### src/rtl/ttt_pkg.sv
// Shared types, constants and helpers for the tic-tac-toe turn controller slice.
package ttt_pkg;

  typedef enum logic [1:0] {
    EMPTY = 2'b00,
    P1    = 2'b01,
    P2    = 2'b10
  } cell_t;

  typedef enum logic [2:0] {
    IDLE,
    CLEAR,
    WAIT_MOVE,
    WRITE,
    CHECK,
    GAME_OVER
  } state_t;

  localparam int unsigned N_CELLS          = 9;
  localparam int unsigned CELL_ILLEGAL_MIN = 9;

  function automatic logic [3:0] first_empty(input logic [2*N_CELLS-1:0] board);
    logic found;
    first_empty = '0;
    found       = 1'b0;
    for (int unsigned i = 0; i < N_CELLS; i++) begin
      if (!found && board[2*i +: 2] == EMPTY) begin
        first_empty = 4'(i);
        found       = 1'b1;
      end
    end
  endfunction

endpackage

### src/rtl/ttt_turn_timer.sv
// Per-turn cycle counter; saturates at TURN_TIMEOUT-1 and flags expiry there.
module ttt_turn_timer #(
  parameter int unsigned TURN_TIMEOUT = 500_000_000,
  parameter int unsigned TIMER_W      = 29
) (
  input  logic clock,
  input  logic reset,
  input  logic clr,
  input  logic en,
  output logic expired
);

  localparam logic [TIMER_W-1:0] LAST = TIMER_W'(TURN_TIMEOUT - 1);

  logic [TIMER_W-1:0] count;

  always_ff @(posedge clock or negedge reset) begin
    if (!reset) begin
      count <= '0;
    end else if (clr) begin
      count <= '0;
    end else if (en && count != LAST) begin
      count <= count + TIMER_W'(1);
    end
  end

  assign expired = (count == LAST);

endmodule

### src/rtl/ttt_turn_controller.sv
// Turn sequencer: move handshake, legality check, board write enables, win/draw and timeout auto-move.
module ttt_turn_controller
  import ttt_pkg::*;
#(
  parameter int unsigned TURN_TIMEOUT = 500_000_000,
  parameter int unsigned TIMER_W      = 29
) (
  input  logic        clock,
  input  logic        reset,
  input  logic        start,
  input  logic        move_valid,
  input  logic [3:0]  move_pos,
  output logic        move_ready,
  input  logic [17:0] board_state,
  input  logic        win_in,
  output logic [8:0]  board_en,
  output logic [1:0]  board_wr_id,
  output logic        board_clr,
  output logic [1:0]  current_player,
  output logic [3:0]  move_count,
  output logic        move_reject,
  output logic        timeout_pulse,
  output logic        game_over,
  output logic [1:0]  winner
);

  state_t     state;
  logic       cell_free;
  logic       pos_ok;
  logic       hs;
  logic       legal;
  logic       expired;
  logic       timer_clr;
  logic       timer_en;
  logic [3:0] auto_pos;

  always_comb begin
    cell_free = 1'b0;
    for (int unsigned i = 0; i < N_CELLS; i++) begin
      if (move_pos == 4'(i)) cell_free = (board_state[2*i +: 2] == EMPTY);
    end
  end

  assign pos_ok    = (move_pos < 4'(CELL_ILLEGAL_MIN));
  assign hs        = move_valid && (state == WAIT_MOVE);
  assign legal     = hs && pos_ok && cell_free;
  assign auto_pos  = first_empty(board_state);
  assign timer_en  = (state == WAIT_MOVE);
  assign timer_clr = (state != WAIT_MOVE) || legal;

  ttt_turn_timer #(
    .TURN_TIMEOUT (TURN_TIMEOUT),
    .TIMER_W      (TIMER_W)
  ) u_timer (
    .clock   (clock),
    .reset   (reset),
    .clr     (timer_clr),
    .en      (timer_en),
    .expired (expired)
  );

  always_ff @(posedge clock or negedge reset) begin
    if (!reset) begin
      state          <= IDLE;
      move_ready     <= 1'b0;
      board_en       <= '0;
      board_wr_id    <= '0;
      board_clr      <= 1'b0;
      current_player <= '0;
      move_count     <= '0;
      move_reject    <= 1'b0;
      timeout_pulse  <= 1'b0;
      game_over      <= 1'b0;
      winner         <= '0;
    end else begin
      board_en      <= '0;
      board_clr     <= 1'b0;
      move_reject   <= 1'b0;
      timeout_pulse <= 1'b0;
      case (state)
        IDLE, GAME_OVER: begin
          if (start) begin
            state          <= CLEAR;
            board_clr      <= 1'b1;
            move_count     <= '0;
            current_player <= P1;
            game_over      <= 1'b0;
            winner         <= EMPTY;
          end
        end
        CLEAR: begin
          state      <= WAIT_MOVE;
          move_ready <= 1'b1;
        end
        WAIT_MOVE: begin
          // The latched position lives only in board_en; WRITE needs nothing else.
          if (legal) begin
            state       <= WRITE;
            move_ready  <= 1'b0;
            board_en    <= 9'b1 << move_pos;
            board_wr_id <= current_player;
          end else if (expired) begin
            state         <= WRITE;
            move_ready    <= 1'b0;
            board_en      <= 9'b1 << auto_pos;
            board_wr_id   <= current_player;
            timeout_pulse <= 1'b1;
          end else if (hs) begin
            move_reject <= 1'b1;
          end
        end
        WRITE: begin
          move_count <= move_count + 4'd1;
          state      <= CHECK;
        end
        CHECK: begin
          if (win_in) begin
            state     <= GAME_OVER;
            game_over <= 1'b1;
            winner    <= current_player;
          end else if (move_count == 4'(N_CELLS)) begin
            state     <= GAME_OVER;
            game_over <= 1'b1;
            winner    <= EMPTY;
          end else begin
            current_player <= (current_player == P1) ? P2 : P1;
            move_ready     <= 1'b1;
            state          <= WAIT_MOVE;
          end
        end
        default: state <= IDLE;
      endcase
    end
  end

endmodule

### config.mk
export PLATFORM = sky130hd
export DESIGN_NAME = ttt_turn_controller
export DESIGN_NICKNAME = d
export VERILOG_FILES = /design/src/rtl/ttt_pkg.sv /design/src/rtl/ttt_turn_timer.sv /design/src/rtl/ttt_turn_controller.sv
export SDC_FILE = /design/constraint.sdc
export NUM_CORES = 1
export LEC_CHECK = 0
export ABC_CLOCK_PERIOD_IN_PS = 5700
export BUFFER_PORTS_ARGS = -buffer_cell sky130_fd_sc_hd__buf_2
export CORE_ASPECT_RATIO = 0.75
export CORE_MARGIN = 2
export CORE_UTILIZATION = 35
export DETAILED_ROUTE_END_ITERATION = 6
export SLEW_MARGIN = 10
export SYNTH_ARGS = -nofsm -noshare
export SYNTH_HDL_FRONTEND = slang
export SYNTH_SLANG_ARGS = --single-unit
### constraint.sdc
create_clock -name clock -period 5.7 [get_ports clock]
set_input_delay 0.855 -clock clock [delete_from_list [all_inputs] [get_ports clock]]
set_output_delay 0.855 -clock clock [all_outputs]
set_load 0.005 [all_outputs]
### Word level (Yosys, flattened, before mapping)

Cells that the tools add are included.

| operators by class | value |
|---|---|
| $lt $le $gt $ge | 1 |
| multiplexer cells | 67 |
| reductions and logical operators | 44 |
| add/subtract/negate cells | 2 |
| eq/ne operators | 23 |
| shift-type cells | 2 |

Operator list:

| cell | count |
|---|---|
| 2-to-1 mux 29 bit | 2 |
| 2-to-1 mux 1 bit | 34 |
| 2-to-1 mux 4 bit | 8 |
| adder 29 x 1 -> 29 bit, second input constant | 1 |
| equality test 29 bit, second input constant | 1 |
| inequality test 29 bit, second input constant | 1 |
| 2-to-1 mux 9 bit | 3 |
| logical NOT 2 bit | 9 |
| 2-to-1 mux 2 bit | 9 |
| << shifter 1 x 4 -> 9 bit, first input constant | 2 |
| equality test 4 x 3 -> 1 bit, second input constant | 4 |
| 2-to-1 mux 3 bit | 5 |
| one-hot mux 3 bit (5 select lines) | 1 |
| logical AND 1 bit | 12 |
| equality test 4 x 2 -> 1 bit, second input constant | 2 |
| equality test 4 bit, second input constant | 2 |
| logical NOT 1 bit | 8 |
| one-hot mux 2 bit (2 select lines) | 2 |
| one-hot mux 4 bit (2 select lines) | 1 |
| AND reduction 4 bit | 2 |
| nonzero test 2 bit | 4 |
| equality test 3 x 2 -> 1 bit, second input constant | 2 |
| equality test 3 bit, second input constant | 2 |
| inequality test 2 bit, second input constant | 3 |
| 16 further kinds | 19 |

| word-level totals | value |
|---|---|
| output and inout bits | 24 |
| logic and storage cells | 151 |
| register bits after elaboration | 56 |

### Logic depth before layout (Yosys ltp)

Gate-level depths: netlist (run 1).

| depth | value |
|---|---|
| depth in word-level cells | 30 |
| depth in mapped cells | 9 |

### Cells and area by module

A second synthesis (run 1) with hierarchy kept.

| unflattened totals | value |
|---|---|
| cells, all modules | 363 |
| area total of the unflattened synthesis | 3,271.9 µm² |

Modules (own cells, without submodules):

| module | instances | area each (µm²) | cells an instance |
|---|---|---|---|
| ttt_turn_controller | 1 | 1,644.1 | 183 |
| ttt_turn_timer | 1 | 1,627.8 | 180 |

### Worst setup path before layout (run 1)

OpenSTA, ideal clock, no wires.

| timing | value |
|---|---|
| path type | input-to-reg |
| start point | input port move_pos[0] |
| end point | register u_timer.count[2] |
| data arrival time | 2,663 ps |
| cell stages on the path | 8 |
| required time | 5,576 ps |
| path buffers | 2 |
| library setup time | 124 ps |
| path slack | 2,913 ps |
| path through | or4b_2 -> a21bo_2 -> a311o_1 -> nand2_1 -> or2_2 -> clkbuf_1 -> buf_2 -> nor3_1 |

| on the way | value |
|---|---|
| cells in the longest elaborated chain, start to end | 13 |
| elaborated cells on any way between the ends | 24 |

Ends and longest elaborated chain:

| what | line | source |
|---|---|---|
| from (decl) | ttt_turn_controller.sv:12 | `input logic [3:0] move_pos,` |
| logical NOT 4 bit | ttt_turn_controller.sv:40 | `if (move_pos == 4'(i)) cell_free = (board_state[2*i +: 2] == EMPTY);` |
| 2-to-1 mux 1 bit (9 in a row) | ttt_turn_controller.sv:40 |  |
| logical AND 1 bit (*) | ttt_turn_controller.sv:46 | `assign legal = hs && pos_ok && cell_free;` |
| logical OR 1 bit (*) | ttt_turn_controller.sv:49 | `assign timer_clr = (state != WAIT_MOVE) \|\| legal;` |
| 2-to-1 mux 29 bit / nonzero test 2 bit (equally long branches) | n/a |  |
| to (signal assigned) | ttt_turn_timer.sv:23 | `count <= count + TIMER_W'(1);` |
| to (decl) | ttt_turn_timer.sv:15 | `logic [TIMER_W-1:0] count;` |

Mark *: on every way between the ends. The rest lies on a longest branch, timed or not.
A chain may end at the register's enable or synchronous reset.

### Worst setup path in the final report (run 1)

| timing | value |
|---|---|
| start point | input port move_pos[0] |
| end point | register state[0] |

| on the way | value |
|---|---|
| cells in the longest elaborated chain, start to end | 13 |
| elaborated cells on any way between the ends | 25 |

Ends and longest elaborated chain:

| what | line | source |
|---|---|---|
| logical NOT 4 bit | ttt_turn_controller.sv:40 |  |
| 2-to-1 mux 1 bit (9 in a row) | ttt_turn_controller.sv:40 |  |
| logical AND 1 bit (*) | ttt_turn_controller.sv:46 |  |
| 2-to-1 mux 3 bit / inequality test 3 bit (equally long branches) | n/a |  |
| one-hot mux 3 bit (5 select lines) / AND reduction 2 bit (equally long branches) | n/a |  |
| to (signal assigned) | ttt_turn_controller.sv:83 | `state <= CLEAR;` |
| to (signal assigned) | ttt_turn_controller.sv:98 | `state <= WRITE;` |
| to (signal assigned) | ttt_turn_controller.sv:103 | `state <= WRITE;` |
| to (decl) | ttt_turn_controller.sv:27 | `state_t state;` |

Marks and branches as above.

==> impl_metrics.env, run 1 <==
export IMPL_status="finished clean"
export IMPL_dr_pass1_iters=4
export IMPL_clkSinkCount=56
export IMPL_layout_nets=407
export IMPL_synth_top_area_share=0.457
export IMPL_grt_max_degree=57
export IMPL_syn_area_um2=3070
export IMPL_dieWidth_um=112
export IMPL_port_buffers=50
export IMPL_cts_path_max_buffers=2
export IMPL_wl_um=6800
export IMPL_hpwl_um=4830
export IMPL_finalSetupTns_ns=0
export IMPL_setup_viol=0
export IMPL_routedWlPerCell_um=14.0
export IMPL_power_density_nw_per_um2=294
export IMPL_grt_overflow_total=0
export IMPL_startpoint="move_pos[0]"
export IMPL_cap_violations=0
export IMPL_track_usage=0.148
export IMPL_setup_ws_ns=2.46
export IMPL_maxSlewHeadroom=0.424
export IMPL_initial_core_util=0.361
export IMPL_timing_fmax_ghz=0.308
export IMPL_drc=0
export IMPL_tightest_slew_ns=0.863
export IMPL_critPathMaxFanout=31
export IMPL_syn_area_per_cell_um2=9.16
export IMPL_peakVddDrop_mv=0.154
export IMPL_grt_pass1_vias=2404
export IMPL_syn_to_final_growth_pct=15.0
export IMPL_critPathMaxStageDelay_ns=0.70
export IMPL_cts_root_buf="clkbuf_16"
export IMPL_async_flop_share=1.00
export IMPL_cts_buffers=5
export IMPL_vias=2597
export IMPL_synth_distinct_cells=52
export IMPL_cts_setup_buffers=0
export IMPL_grt_pass1_wl_um=11700
export IMPL_critical_path_required_ns=5.93
export IMPL_synth_most_common_cell="dfrtp_1"
export IMPL_finalClockSkew_ns=0.00319
export IMPL_hold_viol=0
export IMPL_crit_buf_inv=1
export IMPL_power_leakage_nw=1.56
export IMPL_path_class="in2reg"
export IMPL_core_rowCount=29
export IMPL_die_h_um=85.1
export IMPL_cts_hold_buffers=0
export IMPL_gp_congestion=0.848
export IMPL_arrival_ns=3.47
export IMPL_hp_class="reg2reg"
export IMPL_drive_above_1_share=0.191
export IMPL_r2r_start="u_timer.count[11]"
export IMPL_drv_slew=0
export IMPL_routed_via_density=5.35
export IMPL_slowest_stage="or4b_2"
export IMPL_utilization=0.416
export IMPL_ioPinCount=51
export IMPL_rsz0062_at_grt="false"
export IMPL_path_cells="buf_2 -> or4b_2 -> a21bo_2 -> a311o_1 -> nand2_1 -> or2_2 -> o221a_2"
export IMPL_antenna_cells=0
export IMPL_path_delay_family="simple AND/OR/NAND/NOR gates"
export IMPL_cp_end_kind="flip-flop"
export IMPL_die_area_um2=9540
export IMPL_synth_area_leaders="dfrtp_1 46%, xor2_1 6.9%, nor2_1 6.2%"
export IMPL_drtIter0Drc=130
export IMPL_seq_area_frac_synth=0.457
export IMPL_post_cts_resize_count=0
export IMPL_synth_common_cells="56 x dfrtp_1, 51 x nor2_1, 26 x nand2_1"
export IMPL_hold_path_startpoint="game_over"
export IMPL_fin_crit_ns=3.24
export IMPL_synth_top_area_cell="dfrtp_1"
export IMPL_syn_inst=335
export IMPL_ant_nets=0
export IMPL_worstSkewPairLatency_ns=0.29
export IMPL_cts_tree="yes"
export IMPL_grt_antenna_before_repair=0
export IMPL_synth_seq_cells=56
export IMPL_rrSetupSlack_ns=2.69
export IMPL_pre_cts_ws_ns=2.14
export IMPL_clkTransAtPathRegs_ns=0.07
export IMPL_syn_nets=365
export IMPL_yosysWarningCount=0
export IMPL_startpoint_type="input port"
export IMPL_synth_main_ff_cell="dfrtp_1"
export IMPL_core_area_um2=8490
export IMPL_min_period_over_period=0.569
export IMPL_htree_levels=2
export IMPL_synth_edff_count=0
## final cells by class
type | count | area, µm²
clock buffers | 6 | 129
clock inverters | 1 | 5.00
fillers | 858 | 4960
inverters | 5 | 18.8
multi-input cells | 258 | 1580
flip-flops and latches | 56 | 1400
well taps | 108 | 135
repair buffers | 51 | 258
## cell families (layout without fill, tap and decap cells)
family / after synthesis / in the layout / share of synthesized area
AND/OR/NAND/NOR: 176 / 176 / 0.310
flip-flops: 56 / 56 / 0.457
AO/OA/AOI/OAI: 48 / 48 / 0.104
XOR/XNOR: 29 / 29 / 0.0828
buffers and inverters: 21 / 63 / 0.0273
adder cells (fa/ha/maj): 3 / 3 / 0.0122
multiplexers: 2 / 2 / 0.00734
## worst register-to-register path: stages (launching register included)
cell and delay, ns:
dfrtp_1 0.42, nor4b_1 0.53, nand4_1 0.18, or3_1 0.75, or3_1 0.51, or3b_1 0.37
a21oi_1 0.16
## sequential cells by signal, indices dropped and copies added, names as in the netlist
name,count
state,3
winner,2
move_ready,1
timeout_pulse,1
game_over,1
u_timer.count,29
board_wr_id,2
board_en,9
board_clr,1
move_count,4
current_player,2
move_reject,1
## stage by stage
stage / instances / total power [mW] / hold slack (ns) / cell area [µm²]
after global routing: 485 / 1.12 / 0.513 / 3530
after CTS: 485 / 1.05 / 0.493 / 3530
after floorplan: 335 / 0.676 / 0.470 / 3070
after global placement: 478 / 0.754 / 0.464 / 3400
after detailed placement: 478 / 0.760 / 0.469 / 3400
final: 485 / 1.04 / 0.485 / 3530
## final timing paths
check,endpoint,cells after the start
worst max-delay path,state[0],7
worst min-delay path,game_over,2
worst max register to register,board_en[5],6
worst min register to register,game_over,2
max in group asynchronous,u_timer.count[25],2
min in group asynchronous,u_timer.count[11],2
## cell usage in the layout, fill, tap and decap left out, types with 2 or more instances in the layout
| cell type | instances |
|---|---|
| o21ai_0 | 8 |
| and3_1 | 9 |
| a32o_1 | 2 |
| a21oi_1 | 15 |
| nor3_1 | 9 |
| nand3_1 | 11 |
| buf_2 | 50 |
| nor3b_1 | 2 |
| xor2_1 | 24 |
| o22ai_1 | 3 |
| dfrtp_1 | 56 |
| or3b_2 | 2 |
| clkbuf_16 | 5 |
| ha_1 | 3 |
| a21boi_0 | 2 |
| xnor2_1 | 5 |
| nor4_1 | 3 |
| or2_2 | 3 |
| mux2_2 | 2 |
| nor2_1 | 51 |
| nor4b_1 | 2 |
| or4b_2 | 4 |
| and4_1 | 3 |
| o32a_1 | 2 |
| a31oi_1 | 3 |
| nor2b_1 | 7 |
| or3_1 | 8 |
| nand2b_1 | 4 |
| nand4_1 | 22 |
| or4bb_1 | 2 |
| inv_1 | 5 |
| o21a_1 | 2 |
| nand2_1 | 26 |
## metal layers
metal  vias up  part of all wire  GRT usage
met5         -                 0          0
met4         0            0.0076     0.0421
met3         5             0.046     0.0336
met2        59              0.43      0.211
met1      1250              0.52      0.226
li1       1283                 -          -
## where the power goes
part | switching [mW] | internal, mW | total [mW]
logic | 0.151 | 0.102 | 0.253
registers | 0.0541 | 0.442 | 0.496
clock network | 0.131 | 0.160 | 0.291
Note: power is estimated with default switching activity, not from simulation.
==> run 2: changes to the inputs <==
Settings changed: ABC_CLOCK_PERIOD_IN_PS 5700 to 2700.
Clock period 5.7 ns to 2.7 ns, I/O delays scaled along.
==> run 2 against run 1 <==
Net effect: highest routed layer unchanged; die area stayed put; cell count up 2.3%; critical path depth unchanged; via count rose by 2.2%; largest cell class unchanged; register-to-register slack worse by 2.5 ns.
==> impl_metrics.env, run 2 (synthesis gave the netlist of run 1 again) <==
export IMPL_status="finished clean"
export IMPL_antenna_cells=0
export IMPL_swShare=0.316
export IMPL_startpoint_type="flip-flop"
export IMPL_cts_setup_buffers=0
export IMPL_htree_levels=2
export IMPL_fin_area_um2=3660
export IMPL_drv_slew=0
export IMPL_finalClockSkew_ns=0.00767
export IMPL_clkSinkCount=56
export IMPL_power_leakage_nw=1.64
export IMPL_die_h_um=85.1
export IMPL_grt_antenna_before_repair=0
export IMPL_grt_max_degree=31
export IMPL_dr_pass1_iters=4
export IMPL_holdWs_ns=0.141
export IMPL_grt_pass1_wl_um=12400
export IMPL_r2r_start="u_timer.count[0]"
export IMPL_seqCellArea_um2=1400
export IMPL_mostFrequentLayoutCell="dfrtp_1"
export IMPL_die_area_um2=9540
export IMPL_dpl_instance_area_um2=3500
export IMPL_ant_nets=0
export IMPL_cts_buffers=5
export IMPL_initial_core_util=0.361
export IMPL_cts_hold_buffers=0
export IMPL_tightest_slew_ns=0.685
export IMPL_critPathMaxFanout=8
export IMPL_dieWidth_um=112
export IMPL_share_comb_of_total_power=0.262
export IMPL_timing_fmax_ghz=0.397
export IMPL_r2r_end="board_en[5]"
export IMPL_hpwl_um=5170
export IMPL_track_usage=0.158
export IMPL_clockPowerShare=0.307
export IMPL_critical_path_required_ns=2.90
export IMPL_grt_overflow_total=0
export IMPL_cts_tree="yes"
export IMPL_routed_via_density=5.35
export IMPL_cts_root_buf="clkbuf_16"
export IMPL_power_density_nw_per_um2=650
export IMPL_clkTransAtPathRegs_ns=0.07
export IMPL_core_rowCount=29
export IMPL_path_class="reg2reg"
export IMPL_drtIter0Drc=138
export IMPL_regMostFlops="u_timer.count"
export IMPL_rrSetupSlack_ns=0.18
export IMPL_multi_input_area_um2=1590
export IMPL_routedWlPerCell_um=14.4
export IMPL_drc=0
export IMPL_worstSkewPairLatency_ns=0.29
export IMPL_worstRegToRegCells=7
export IMPL_setup_viol=0
export IMPL_finalSetupTns_ns=0
export IMPL_wl_um=7160
export IMPL_syn_to_final_growth_pct=19.5
export IMPL_peakVddDrop_mv=0.390
export IMPL_ioPinCount=51
export IMPL_grt_pass1_vias=2522
export IMPL_switching_power_mw=0.752
export IMPL_vias=2655
export IMPL_gp_congestion=0.843
export IMPL_min_period_over_period=0.932
export IMPL_hp_class="in2async"
export IMPL_cts_path_max_buffers=2
export IMPL_arrival_ns=2.72
export IMPL_fillers=837
export IMPL_port_buffers=50
export IMPL_largest_register_ffs=29
export IMPL_post_cts_resize_count=0
export IMPL_hold_viol=0
export IMPL_utilization=0.432
export IMPL_power_internal_mw=1.63
export IMPL_rsz0062_at_grt="false"
export IMPL_maxSlewHeadroom=0.542
export IMPL_core_area_um2=8490
export IMPL_drive_above_1_share=0.216
export IMPL_reg_largest_list="u_timer.count x29, board_en x9, move_count x4"
export IMPL_layout_nets=417
export IMPL_cp_end_kind="flip-flop"
export IMPL_final_cell_mix="56 x dfrtp_1, 51 x nor2_1, 50 x buf_2, 26 x nand2_1, 24 x xor2_1"
export IMPL_fin_crit_ns=2.52
export IMPL_cap_violations=0
export IMPL_pwr_share_seq=0.430
-- run 2: worst max-delay path by stage --
stage	start	to	slack (ns)	cells past startpoint
after CTS	u_timer.count[0]	board_en[5]	0.09	7
after global placement	move_pos[1]	board_wr_id[0]	0.15	6
after global routing	u_timer.count[11]	board_en[5]	0.07	7
after detailed placement	move_pos[1]	board_wr_id[1]	0.07	6
final	u_timer.count[0]	board_en[5]	0.18	7
after floorplan	u_timer.count[0]	board_en[5]	0.34	8
-- run 2: worst max-delay path: stages, from the launching register on --
cell and delay [ns]:
dfrtp_1 0.38, ha_1 0.21, nand2_1 0.10, or3_1 0.42, or3_4 0.47, or3_1 0.33, or3b_1 0.35, a21oi_1 0.16
-- run 2: per-stage QoR --
stage	instances	worst slack (ns)	total power, mW
global placement	488	0.154	1.66
detailed placement	488	0.0664	1.67
CTS	496	0.0889	2.41
floorplan	335	0.344	1.43
finish	496	0.183	2.38
global route	496	0.0709	2.54
-- run 2: power by group through the flow --
stage | clock network [mW] | logic (mW) | registers (mW)
after global placement | 0 | 0.619 | 1.04
after CTS | 0.753 | 0.630 | 1.02
after floorplan | 0 | 0.409 | 1.02
final | 0.732 | 0.625 | 1.02
after detailed placement | 0 | 0.626 | 1.04
after global routing | 0.793 | 0.707 | 1.04
-- run 2: area by class of cell --
cell class                      count  share of cell area
Multi-Input combinational cell    258               0.433
Sequential cell                    56               0.382
Timing Repair Buffer               61              0.0976
Tap cell                          108              0.0369
Clock buffer                        6              0.0352
Clock inverter                      2             0.00956
Inverter                            5             0.00512
-- run 2: per-layer routing --
| layer | wire length (µm) | vias to the layer above | GRT usage |
|---|---|---|---|
| li1 | - | 1305 | - |
| met1 | 3680 | 1285 | 0.243 |
| met5 | 0 | - | 0 |
| met2 | 3020 | 60 | 0.223 |
| met3 | 416 | 5 | 0.0393 |
| met4 | 36 | 0 | 0.0355 |
==> run 3: changes to the inputs <==
Settings changed: CORE_UTILIZATION 35 to 51, PLACE_DENSITY set to 0.76.
==> run 3 against run 2 <==
Net effect: wire length fell by 3.7%; non-clock buffer count is 2 lower; global-route usage increased by 6.8 points; largest cell class unchanged; clock-buffer cell count up 2; worst setup slack gained 0.034 ns; hold slack better by 0.26 ns; combinational power rose by 0.6%.
==> impl_metrics.env, run 3 (synthesis gave the netlist of run 1 again) <==
export IMPL_fin_total_pwr_mw=2.11
export IMPL_share_comb_of_total_power=0.298
export IMPL_status="finished clean"
export IMPL_worstRegToRegCells=8
export IMPL_core_rowCount=24
export IMPL_peakVddDrop_mv=0.408
export IMPL_utilization=0.612
export IMPL_setup_viol=0
export IMPL_htree_levels=2
export IMPL_track_usage=0.226
export IMPL_routed_via_density=5.83
export IMPL_grt_overflow_total=0
export IMPL_mostFrequentLayoutCell="dfrtp_1"
export IMPL_die_h_um=71.2
export IMPL_cap_violations=0
export IMPL_clkTransAtPathRegs_ns=0.09
export IMPL_r2r_start="u_timer.count[0]"
export IMPL_grt_pass1_vias=2590
export IMPL_grt_max_degree=49
export IMPL_regMostFlops="u_timer.count"
export IMPL_power_internal_mw=1.40
export IMPL_tightest_slew_ns=0.718
export IMPL_finalSetupTns_ns=0
export IMPL_holdWs_ns=0.403
export IMPL_rsz0062_at_grt="false"
export IMPL_drv_slew=0
export IMPL_timing_fmax_ghz=0.403
export IMPL_hold_viol=0
export IMPL_ioPinCount=51
export IMPL_power_leakage_nw=1.60
export IMPL_path_class="reg2reg"
export IMPL_cts_root_buf="clkbuf_8"
export IMPL_die_area_um2=6660
export IMPL_ant_nets=0
export IMPL_finalClockSkew_ns=0.00921
export IMPL_clockPowerShare=0.217
export IMPL_hold_path_startpoint="win_in"
export IMPL_power_density_nw_per_um2=591
export IMPL_min_period_over_period=0.920
export IMPL_switching_power_mw=0.705
export IMPL_startpoint="u_timer.count[0]"
export IMPL_cp_end_kind="flip-flop"
export IMPL_drive_above_1_share=0.215
export IMPL_swShare=0.334
export IMPL_worstSkewPairLatency_ns=0.30
export IMPL_cts_tree="yes"
export IMPL_grt_antenna_before_repair=0
export IMPL_largest_register_ffs=29
export IMPL_setup_ws_ns=0.217
export IMPL_drc=0
export IMPL_gp_congestion=0.927
export IMPL_wl_um=6890
export IMPL_cts_buffers=5
export IMPL_arrival_ns=2.71
export IMPL_core_area_um2=5830
export IMPL_initial_core_util=0.527
export IMPL_maxSlewHeadroom=0.520
export IMPL_reg_largest_list="u_timer.count x29, board_en x9, move_count x4"
export IMPL_pwr_share_seq=0.484
export IMPL_fin_crit_ns=2.48
export IMPL_critPathMaxFanout=17
export IMPL_hpwl_um=4880
export IMPL_crit_end="board_en[0]"
export IMPL_cts_setup_buffers=0
export IMPL_grt_pass1_wl_um=12100
export IMPL_routedWlPerCell_um=14.9
export IMPL_r2r_end="board_en[0]"
export IMPL_vias=2704
export IMPL_antenna_cells=0
export IMPL_cts_path_max_buffers=2
export IMPL_startpoint_type="flip-flop"
export IMPL_hp_class="in2reg"
export IMPL_rrSetupSlack_ns=0.22
export IMPL_pre_cts_ws_ns=0.00420
export IMPL_dieWidth_um=93.6
export IMPL_clkSinkCount=56
export IMPL_port_buffers=50
export IMPL_final_cell_mix="56 x dfrtp_1, 51 x nor2_1, 50 x buf_2, 26 x nand2_1, 24 x xor2_1"
export IMPL_dr_pass1_iters=6
export IMPL_critical_path_required_ns=2.93
export IMPL_syn_to_final_growth_pct=16.2
export IMPL_drtIter0Drc=234
export IMPL_layout_nets=415
-- run 3: changes by cell type in the layout (fill, tap and decap cells not counted), sizes merged --
cell / delta
buf: -3
bufinv: -1
clkbuf: +2
clkinv: -1
dlygate4sd3: +1
-- run 3: per-stage QoR --
stage	std cells	cell area, µm²
floorplan	335	3070
global placement	455	3450
detailed placement	455	3450
CTS	464	3550
global route	464	3570
finish	464	3570
-- run 3: worst max-delay path, cell delays in order (launching register included) --
cell	delay (ns)
dfrtp_1	0.39
ha_2	0.21
nand2_1	0.12
or3_4	0.42
or3_4	0.40
buf_4	0.23
nor4_1	0.35
a31oi_1	0.17
nor2_1	0.11
-- run 3: cell type report --
cell class | count | area [µm²]
Fill cell | 515 | 2260
Clock buffer | 8 | 90.1
Sequential cell | 56 | 1400
Tap cell | 78 | 97.6
Inverter | 5 | 18.8
Multi-Input combinational cell | 258 | 1600
Timing Repair Buffer | 59 | 358
-- run 3: repair_timing --
| action | in CTS | in global routing |
|---|---|---|
| setup endpoints to repair | 0 | 7 |
| hold endpoints to repair | 8 | 0 |
| hold buffers | 1 | 0 |
| gates resized for setup | 0 | 4 |
-- run 3: worst min-delay path by stage --
stage / end / slack (ns) / cells after the start
global route: winner[1] / 0.41 / 2
finish: winner[1] / 0.40 / 2
detailed placement: board_en[2] / 0.27 / 1
CTS: winner[1] / 0.40 / 2
global placement: board_en[2] / 0.26 / 1
floorplan: board_clr / 0.11 / 0
-- run 3: power by group through the flow --
stage / sequential [mW] / combinational (mW) / clock, mW
finish: 1.02 / 0.629 / 0.459
global route: 1.04 / 0.707 / 0.499
CTS: 1.02 / 0.628 / 0.472
detailed placement: 1.04 / 0.621 / 0
global placement: 1.03 / 0.608 / 0
floorplan: 1.02 / 0.409 / 0
-- run 3: metal layers --
metal	track usage	wire, µm	vias up
met5	0	0	-
met4	0.0580	80	0
met3	0.0426	412	9
met2	0.341	3120	83
met1	0.339	3270	1308
li1	-	-	1304
